[config.mk]
export PLATFORM = sky130hd
export DESIGN_NAME = booth_mul_pipe
export DESIGN_NICKNAME = d
export VERILOG_FILES = /design/src/rtl/booth_mul_pkg.sv /design/src/rtl/booth_pp_gen.sv /design/src/rtl/booth_mul_pipe.sv
export SDC_FILE = /design/constraint.sdc
export NUM_CORES = 2
export LEC_CHECK = 0
export ABC_AREA = 1
export CAP_MARGIN = 20
export CORE_MARGIN = 3
export CORE_UTILIZATION = 50
export CTS_CLUSTER_DIAMETER = 80
export DETAILED_ROUTE_END_ITERATION = 6
export PLACE_DENSITY = 0.75
export SYNTH_ARGS = -nofsm -noshare
export SYNTH_HDL_FRONTEND = slang
export SYNTH_SLANG_ARGS = --single-unit
[constraint.sdc]
create_clock -name CLK -period 21.2 [get_ports CLK]
set_clock_uncertainty 0.2 [all_clocks]
set_input_delay 4.24 -clock CLK [delete_from_list [all_inputs] [get_ports CLK]]
set_output_delay 4.24 -clock CLK [all_outputs]
set_load 0.02 [all_outputs]
[src/rtl/booth_mul_pkg.sv]
// Shared definitions for the radix-4 Booth multiplier: RV32M op encodings,
// Booth digit type and the digit-count helper.
package booth_mul_pkg;

  localparam logic [1:0] OP_MUL    = 2'b00;
  localparam logic [1:0] OP_MULH   = 2'b01;
  localparam logic [1:0] OP_MULHSU = 2'b10;
  localparam logic [1:0] OP_MULHU  = 2'b11;

  typedef enum logic [2:0] {ZERO, POS1, POS2, NEG1, NEG2} booth_digit_e;

  // Operands are widened by two bits so the digit count stays integral for unsigned ops.
  function automatic int booth_digits(input int w);
    return (w + 2) / 2;
  endfunction

  function automatic booth_digit_e booth_decode(input logic [2:0] c);
    booth_digit_e d;
    case (c)
      3'b001, 3'b010: d = POS1;
      3'b011:         d = POS2;
      3'b100:         d = NEG2;
      3'b101, 3'b110: d = NEG1;
      default:        d = ZERO;
    endcase
    return d;
  endfunction

endpackage

[src/rtl/booth_pp_gen.sv]
// One radix-4 Booth partial product: recodes a 3-bit window of the multiplier
// and produces the selected multiple of the multiplicand, shifted into place.
module booth_pp_gen
  import booth_mul_pkg::*;
#(
  parameter int WIDTH = 32,
  parameter int SHIFT = 0
) (
  input  logic [2:0]         code_i,
  input  logic [WIDTH+1:0]   a_i,
  output logic [2*WIDTH-1:0] pp_o
);

  booth_digit_e       dig;
  logic [2*WIDTH-1:0] a_sx, mag, sel;
  logic               neg;

  assign dig  = booth_decode(code_i);
  assign a_sx = {{(WIDTH-2){a_i[WIDTH+1]}}, a_i};

  always_comb begin
    mag = '0;
    neg = 1'b0;
    case (dig)
      POS1:    mag = a_sx;
      POS2:    mag = a_sx << 1;
      NEG1:    begin mag = a_sx;      neg = 1'b1; end
      NEG2:    begin mag = a_sx << 1; neg = 1'b1; end
      default: mag = '0;
    endcase
  end

  // Negation is exact two's complement; everything wraps mod 2^(2*WIDTH).
  assign sel  = neg ? (~mag + 1'b1) : mag;
  assign pp_o = sel << SHIFT;

endmodule

[src/rtl/booth_mul_pipe.sv]
// Two-stage pipelined radix-4 Booth multiplier for RV32M MUL/MULH/MULHSU/MULHU
// with valid/ready on both sides. Define BOOTH_MUL_FLUSH_EN to add the flush port.
module booth_mul_pipe
  import booth_mul_pkg::*;
#(
  parameter int WIDTH = 32,
  parameter int TAG_W = 5
) (
`ifdef BOOTH_MUL_FLUSH_EN
  input  logic             flush,
`endif
  input  logic             CLK,
  input  logic             RST_N,
  input  logic             in_valid,
  output logic             in_ready,
  input  logic [1:0]       in_op,
  input  logic [WIDTH-1:0] in_a,
  input  logic [WIDTH-1:0] in_b,
  input  logic [TAG_W-1:0] in_tag,
  output logic             out_valid,
  input  logic             out_ready,
  output logic [WIDTH-1:0] out_res,
  output logic [TAG_W-1:0] out_tag
);

  localparam int N  = booth_digits(WIDTH);
  localparam int XW = WIDTH + 2;
  localparam int PW = 2 * WIDTH;

  logic flush_w;
`ifdef BOOTH_MUL_FLUSH_EN
  assign flush_w = flush;
`else
  assign flush_w = 1'b0;
`endif

  logic s1_valid_q, s1_valid_d, out_valid_q, out_valid_d;
  logic s1_adv, s2_adv, accept;

  assign s2_adv   = ~out_valid_q | out_ready;
  assign s1_adv   = ~s1_valid_q | s2_adv;
  assign in_ready = s1_adv & ~flush_w;
  assign accept   = in_valid & in_ready;

  // Signedness per op: a is unsigned only for MULHU, b is signed only for MUL/MULH.
  logic          a_sgn, b_sgn;
  logic [XW-1:0] a_ext;
  logic [XW:0]   b_pad;

  assign a_sgn = (in_op != OP_MULHU) & in_a[WIDTH-1];
  assign b_sgn = ~in_op[1] & in_b[WIDTH-1];
  assign a_ext = {{2{a_sgn}}, in_a};
  assign b_pad = {{2{b_sgn}}, in_b, 1'b0};

  logic [N-1:0][PW-1:0] pp_d, pp_q;
  logic [1:0]           s1_op_q;
  logic [TAG_W-1:0]     s1_tag_q;

  for (genvar gi = 0; gi < N; gi++) begin : g_pp
    booth_pp_gen #(.WIDTH(WIDTH), .SHIFT(2*gi)) u_pp (
      .code_i (b_pad[2*gi+2 -: 3]),
      .a_i    (a_ext),
      .pp_o   (pp_d[gi])
    );
  end

  // 3:2 carry-save reduction: each level folds one more partial product in.
  logic [N-2:0][PW-1:0] cs_s, cs_c;
  logic [PW-1:0]        prod;
  logic [WIDTH-1:0]     res_d;

  assign cs_s[0] = pp_q[0];
  assign cs_c[0] = pp_q[1];
  for (genvar gi = 0; gi < N-2; gi++) begin : g_csa
    assign cs_s[gi+1] = cs_s[gi] ^ cs_c[gi] ^ pp_q[gi+2];
    assign cs_c[gi+1] = ((cs_s[gi] & cs_c[gi]) | (cs_s[gi] & pp_q[gi+2]) |
                         (cs_c[gi] & pp_q[gi+2])) << 1;
  end

  assign prod  = cs_s[N-2] + cs_c[N-2];
  assign res_d = (s1_op_q == OP_MUL) ? prod[WIDTH-1:0] : prod[PW-1:WIDTH];

  always_comb begin
    s1_valid_d  = accept | (s1_valid_q & ~s1_adv);
    out_valid_d = s2_adv ? s1_valid_q : out_valid_q;
    if (flush_w) begin
      s1_valid_d  = 1'b0;
      out_valid_d = 1'b0;
    end
  end

  always_ff @(posedge CLK or negedge RST_N) begin
    if (!RST_N) begin
      s1_valid_q  <= 1'b0;
      out_valid_q <= 1'b0;
    end else begin
      s1_valid_q  <= s1_valid_d;
      out_valid_q <= out_valid_d;
    end
  end

  logic [WIDTH-1:0] out_res_q;
  logic [TAG_W-1:0] out_tag_q;

  always_ff @(posedge CLK or negedge RST_N) begin
    if (!RST_N) begin
      pp_q      <= '0;
      s1_op_q   <= '0;
      s1_tag_q  <= '0;
      out_res_q <= '0;
      out_tag_q <= '0;
    end else begin
      if (accept) begin
        pp_q     <= pp_d;
        s1_op_q  <= in_op;
        s1_tag_q <= in_tag;
      end
      if (s2_adv & s1_valid_q) begin
        out_res_q <= res_d;
        out_tag_q <= s1_tag_q;
      end
    end
  end

  assign out_valid = out_valid_q;
  assign out_res   = out_res_q;
  assign out_tag   = out_tag_q;

endmodule

Word level (Yosys, flattened, before mapping):

Cells that the tools add are included.

* input port bits: 75
* register bits: 862
* logic and storage cells: 496

* reductions and logical operators: 84
* add/sub/neg operators: 18
* bitwise gates (word level): 134
* muxes and demuxes: 69
* equal/unequal tests: 168

Operators by type and width (count)
* 63-bit bitwise AND: 45
* 64-bit bitwise XOR: 30
* 63-bit bitwise OR: 30
* 3-bit by 2-bit equality test with 1-bit output, second input constant: 66
* 3-bit equality test, second input constant: 65
* 3-bit case mux with 4 select lines: 16
* 2-bit OR reduction: 83
* 64-bit case mux with 2 select lines: 1
* 62-bit case mux with 2 select lines: 1
* 60-bit case mux with 2 select lines: 1
* 58-bit case mux with 2 select lines: 1
* 56-bit case mux with 2 select lines: 1
* 54-bit case mux with 2 select lines: 1
* 52-bit case mux with 2 select lines: 1
* 50-bit case mux with 2 select lines: 1
* 3-bit by 1-bit equality test with 1-bit output, second input constant: 33
* 48-bit case mux with 2 select lines: 1
* 46-bit case mux with 2 select lines: 1
* 44-bit case mux with 2 select lines: 1
* 42-bit case mux with 2 select lines: 1
* 40-bit case mux with 2 select lines: 1
* 38-bit case mux with 2 select lines: 1
* 36-bit case mux with 2 select lines: 1
* 34-bit case mux with 2 select lines: 1
* other kinds (62): 89

Depth between registers and ports, before layout:

* depth after elaboration: 47
* mapped depth: 33
* depth with buffers taken out: 33

Cells and area by module:

Synthesis repeated with hierarchy kept, for this count alone.

* cells, all modules: 11780
* area, all modules: 100602.7 sq um

Modules (own cells, without submodules)
* booth_mul_pipe: area each 67014.3 sq um, instances 1, cells each 4899
* booth_pp_gen at g_pp[12].u_pp: area each 2328.5 sq um, instances 1, cells each 404
* booth_pp_gen at g_pp[6].u_pp: area each 2175.8 sq um, instances 1, cells each 420
* booth_pp_gen at g_pp[10].u_pp: area each 2094.5 sq um, instances 1, cells each 415
* booth_pp_gen at g_pp[11].u_pp: area each 2080.7 sq um, instances 1, cells each 396
* booth_pp_gen at g_pp[7].u_pp: area each 2039.5 sq um, instances 1, cells each 397
* booth_pp_gen at g_pp[9].u_pp: area each 1996.9 sq um, instances 1, cells each 406
* booth_pp_gen at g_pp[14].u_pp: area each 1955.6 sq um, instances 1, cells each 418
* booth_pp_gen at g_pp[15].u_pp: area each 1948.1 sq um, instances 1, cells each 406
* booth_pp_gen at g_pp[8].u_pp: area each 1940.6 sq um, instances 1, cells each 420
* booth_pp_gen at g_pp[2].u_pp: area each 1929.4 sq um, instances 1, cells each 416
* booth_pp_gen at g_pp[0].u_pp: area each 1925.6 sq um, instances 1, cells each 406
* booth_pp_gen at g_pp[13].u_pp: area each 1923.1 sq um, instances 1, cells each 398
* booth_pp_gen at g_pp[5].u_pp: area each 1906.8 sq um, instances 1, cells each 415
* +4 rows

Worst setup path before layout:

No wires, ideal clock.

* kind: register -> register
* from: register pp_q[161] (netlist name)
* to: register out_res_q[30], in the netlist out_res[30]
* arrival time: 9.251 ns
* path slack: 11.632 ns
* setup time: 0.117 ns
* period minus slack after synthesis: 9.568 ns
* buffers on the path: 0
* stages on the path, launching flop included: 30
* cell sequence: dfrtp_1 fa_1 fa_1 fa_1 fa_1 fa_1 fa_1 fa_1 fa_1 fa_1 fa_1 fa_1 fa_1 fa_1 inv_1 fa_1 fa_1 inv_1 ha_1 a21oi_1 o21ai_0 a21oi_1 o21ai_0 nand2_1 nand3_1 or2_2 nand3_1 nand2_1 nand2_1 nand2_1

* cells in the longest elaborated chain, start to end: 47
* elaborated cells between the ends (all ways): 105
* those cells by class: 1 x add/sub; 1 x mux; 103 x bitwise

Ends and longest elaborated chain
* from (decl): line booth_mul_pipe.sv:55 `logic [N-1:0][PW-1:0] pp_d, pp_q;`
* from (signal assigned): line booth_mul_pipe.sv:114 `pp_q <= pp_d;`
* 63-bit bitwise AND: line booth_mul_pipe.sv:76 `assign cs_c[gi+1] = ((cs_s[gi] & cs_c[gi]) | (cs_s[gi] & pp_q[gi+2]) |`
* 63-bit bitwise OR (2 in a row): line booth_mul_pipe.sv:76
* 63-bit bitwise AND: line booth_mul_pipe.sv:76
* 63-bit bitwise OR (2 in a row): line booth_mul_pipe.sv:76
* 63-bit bitwise AND: line booth_mul_pipe.sv:76
* 63-bit bitwise OR (2 in a row): line booth_mul_pipe.sv:76
* 63-bit bitwise AND: line booth_mul_pipe.sv:76
* 63-bit bitwise OR (2 in a row): line booth_mul_pipe.sv:76
* (+24 left out)
* 63-bit bitwise AND: line booth_mul_pipe.sv:76
* 63-bit bitwise OR (2 in a row): line booth_mul_pipe.sv:76
* 63-bit bitwise AND: line booth_mul_pipe.sv:76
* 63-bit bitwise OR (2 in a row): line booth_mul_pipe.sv:76
* 63-bit bitwise AND: line booth_mul_pipe.sv:76
* 63-bit bitwise OR (2 in a row): line booth_mul_pipe.sv:76
* 64-bit adder (*): line booth_mul_pipe.sv:80 `assign prod = cs_s[N-2] + cs_c[N-2];`
* 32-bit two-way mux (*): line booth_mul_pipe.sv:81 `assign res_d = (s1_op_q == OP_MUL) ? prod[WIDTH-1:0] : prod[PW-1:WIDTH];`
* to (signal assigned): line booth_mul_pipe.sv:119 `out_res_q <= res_d;`
* to (decl): line booth_mul_pipe.sv:102 `logic [WIDTH-1:0] out_res_q;`

Every way passes the cells marked *; elsewhere a longest branch is shown, timed or not.
A chain may end at the register's enable or synchronous reset.

Worst setup path after layout:

* from: register pp_q[155] (netlist name)
* to: register out_res_q[16], in the netlist out_res[16]

The elaborated chain is that of the path after synthesis.

==> flow_summary.yaml <==
outcome:
  status: "finished, violations left"
  failed_checks: "DRC"
layout:
  nets: 10130
  drive_gt1_share_pct: 4.317
  seq_area_sq_mm: 0.02157
  multi_input_area_sq_mm: 0.04416
  fillCellCount: 13010
  area_delta_synth_final_pct: 8.738
timing:
  relSlewSlack_pct: 19.31
  tns_ns: 0
  hold_viol_final: 0
  fin_ws_ns: 9.978
  period_share_pct: 52.94
  rsz0062_at_grt: "false"
  min_period_ns: 11.22
  slew_viol_final: 0
  setup_violations: 0
  max_freq_mhz: 89.11
  worst-slew-pin-transition_ns: 1.209
drt:
  dr_total_vias: 67950
  wl_per_cell_microns: 24.81
  wirelength_microns: 276500
  drtPass1Iterations: 7
  drtIter0Drc: 9550
  ant_nets: 0
  via_per_inst: 6.097
  drc_errors: 17
cts:
  path_clk_slew_ns: 0.06
  clockBufferDepth: 3
  cts_tree: "done"
  cts-root-buf: "clkbuf_16"
  ctsHoldBuffers: 0
  post_cts_resized: 0
  insertion_delay_ns: 0.78
  h-tree-depth: 3
  cts_setup_buffers: 0
  cts_made_buffers: 106
  cts.sinks: 862
worst_setup_path:
  path_class: "flip-flop to flip-flop"
  r2r_end: "out_res[16]"
  startpoint_type: "flip-flop"
  cp.depth: 26
  cp_max_fo: 6
  crit_family: "adder cells"
  crit_top_cell: "fa_1"
  arrival_ns: 11.61
  crit_end: "out_res[16]"
  crit_buf_inv: 0
  crit_required_ns: 21.59
  rr_startpoint: "pp_q[155]"
  cp_slowest_cell: "o21ai_0"
  crit_path_start: "pp_q[155]"
  cp-end-kind: "flip-flop"
  regToRegSetupSlack_ns: 9.98
  rr_worst_depth: 26
  slowest_delay_ns: 0.71
grt:
  overflow: 0
  grt_max_degree: 159
  grt_pass1_wl_microns: 411000
  grt_pass1_vias: 64300
  track_usage_pct: 37.17
  antenna_found_initial: 7
floorplanning:
  dieArea_sq_mm: 0.1467
  die_y_microns: 383
  io_pins: 114
  core-area_sq_mm: 0.1404
  start_util_pct: 50.62
  rows: 137
  dieWidth_microns: 383
place:
  portBuffers: 113
  place_hpwl_microns: 205800
  gp_congestion: 1.055
  place_ws_ns: 10.17
logic_synthesis:
  mappedNetlistNets: 10250
  yosys_warnings: 0
  yosysTopAreaCellShare_pct: 30.35
  ys_top_cells_by_area: "dfrtp_1 (30%), fa_1 (19%), nand2_1 (14%)"
  postSynthCellCount: 9305
  ys_seq_area_share_pct: 30.35
  synth_cell_type_count: 48
  synth.largest_area_cell: "dfrtp_1"
  synth_area_sq_mm: 0.07106
  syn_area_per_cell_sq_um: 7.637
  synth_seq_cells: 862
hold_path:
  holdCritPathClass: "flip-flop to flip-flop"
  hold_depth: 2
job:
  maxCapViolations: 0
==> per-stage QoR <==
| step | hold slack, ns | utilization [%] | cell area [sq um] | std cells |
|---|---|---|---|---|
| finish | 0.2761 | 55.04 | 77270 | 11150 |
| global route | 0.2956 | 55.04 | 77260 | 11140 |
| detailed placement | 0.2661 | 52.30 | 73420 | 10950 |
| floorplan | 0.2422 | - | 71060 | 9305 |
| CTS | 0.2792 | 54.93 | 77120 | 11140 |
| global placement | 0.2533 | 52.29 | 73410 | 10950 |
==> cell families after synthesis <==
group | count (synthesis) | share of synthesized area, %
compound gates | 1736 | 13.55
xor+xnor | 27 | 0.3328
fa+ha+maj | 873 | 22.51
buf+inv | 1342 | 7.539
flops | 862 | 30.35
simple gates | 4465 | 25.71
==> area by class of cell <==
class                      count  area share, %
clock buffer                 149          3.978
tap                         1876          3.038
clock inverter                39         0.8080
sequential                   862          27.91
multi-input combinational   7101          57.15
timing repair buffer         233          2.808
inverter                     882          4.294
antenna                        4        0.01295
==> tightest hold or removal path, cell delays in order (launching register included) <==
cell	delay (ns)
dfrtp_1	0.34
nand2_1	0.05
nand2_1	0.05
==> how the worst min path moves through the flow <==
stage | startpoint | end | slack [ns]
after global placement | s1_tag_q[1] | out_tag[1] | 0.25
final | s1_tag_q[0] | out_tag[0] | 0.28
after detailed placement | s1_tag_q[3] | out_tag[3] | 0.27
after global routing | s1_tag_q[4] | out_tag[4] | 0.30
after floorplan | s1_tag_q[0] | out_tag[0] | 0.24
after CTS | s1_tag_q[3] | out_tag[3] | 0.28
==> synth_stat cells (all sizes together) <==
| cell | number |
|---|---|
| and2 | 11 |
| or3 | 1 |
| nand2b | 1 |
| and3 | 14 |
| a21oi | 461 |
| a31oi | 14 |
| nor4 | 3 |
| ha | 197 |
| clkinv | 8 |
| xor2 | 14 |
| nor3b | 18 |
| nand3 | 607 |
| clkbuf | 250 |
| nor3 | 136 |
| o22ai | 518 |
| nand3b | 14 |
| o211ai | 17 |
| nand4 | 62 |
| a21boi | 4 |
| o221ai | 1 |
| o21ai | 645 |
| a22oi | 1 |
| dfrtp | 862 |
| nor2 | 910 |
| or2 | 22 |
| o21bai | 16 |
| inv | 874 |
| fa | 676 |
| xnor2 | 13 |
| nand2 | 2666 |
| o31ai | 48 |
| o21a | 2 |
| a21o | 9 |
| buf | 210 |
==> flip-flops by register name, indices dropped and copies added (netlist names), named ones only <==
signal / count
cs_s: 64
s1_tag_q: 5
cs_c: 62
pp_q: 690
s1_op_q: 2
out_res: 32
out_tag: 5
out_valid: 1
==> routing by layer <==
layer,global-route usage [%],vias to the layer above,wire length [microns]
li1,-,30140,-
met1,52.78,33000,112200
met2,53.80,4119,116100
met3,11.09,689,35940
met4,13.65,8,12250
met5,0,-,47
==> cell usage in the layout, fill, tap and decap left out, drive strengths merged, types with 9 or more instances in the layout <==
cell type      synthesis  routed
clkinv                 8      32
nor2                 910     910
o21bai                16      16
ha                   197     197
bufinv                 0       9
clkdlybuf4s50          0     111
and3                  14      14
o211ai                17      17
nand2               2666    2666
a21oi                461     461
o22ai                518     518
o31ai                 48      48
a31oi                 14      14
nor3                 136     136
o21ai                645     645
clkbuf               250     150
xnor2                 13      13
fa                   676     676
or2                   22      22
nand4                 62      62
a21o                   9       9
nand3b                14      14
dfrtp                862     862
nand3                607     607
inv                  874     877
xor2                  14      14
nor3b                 18      18
buf                  210     121
and2                  11      11
Power is not shown: default switching activity piles up to over one toggle a cycle in this logic, so the estimate is an artifact.
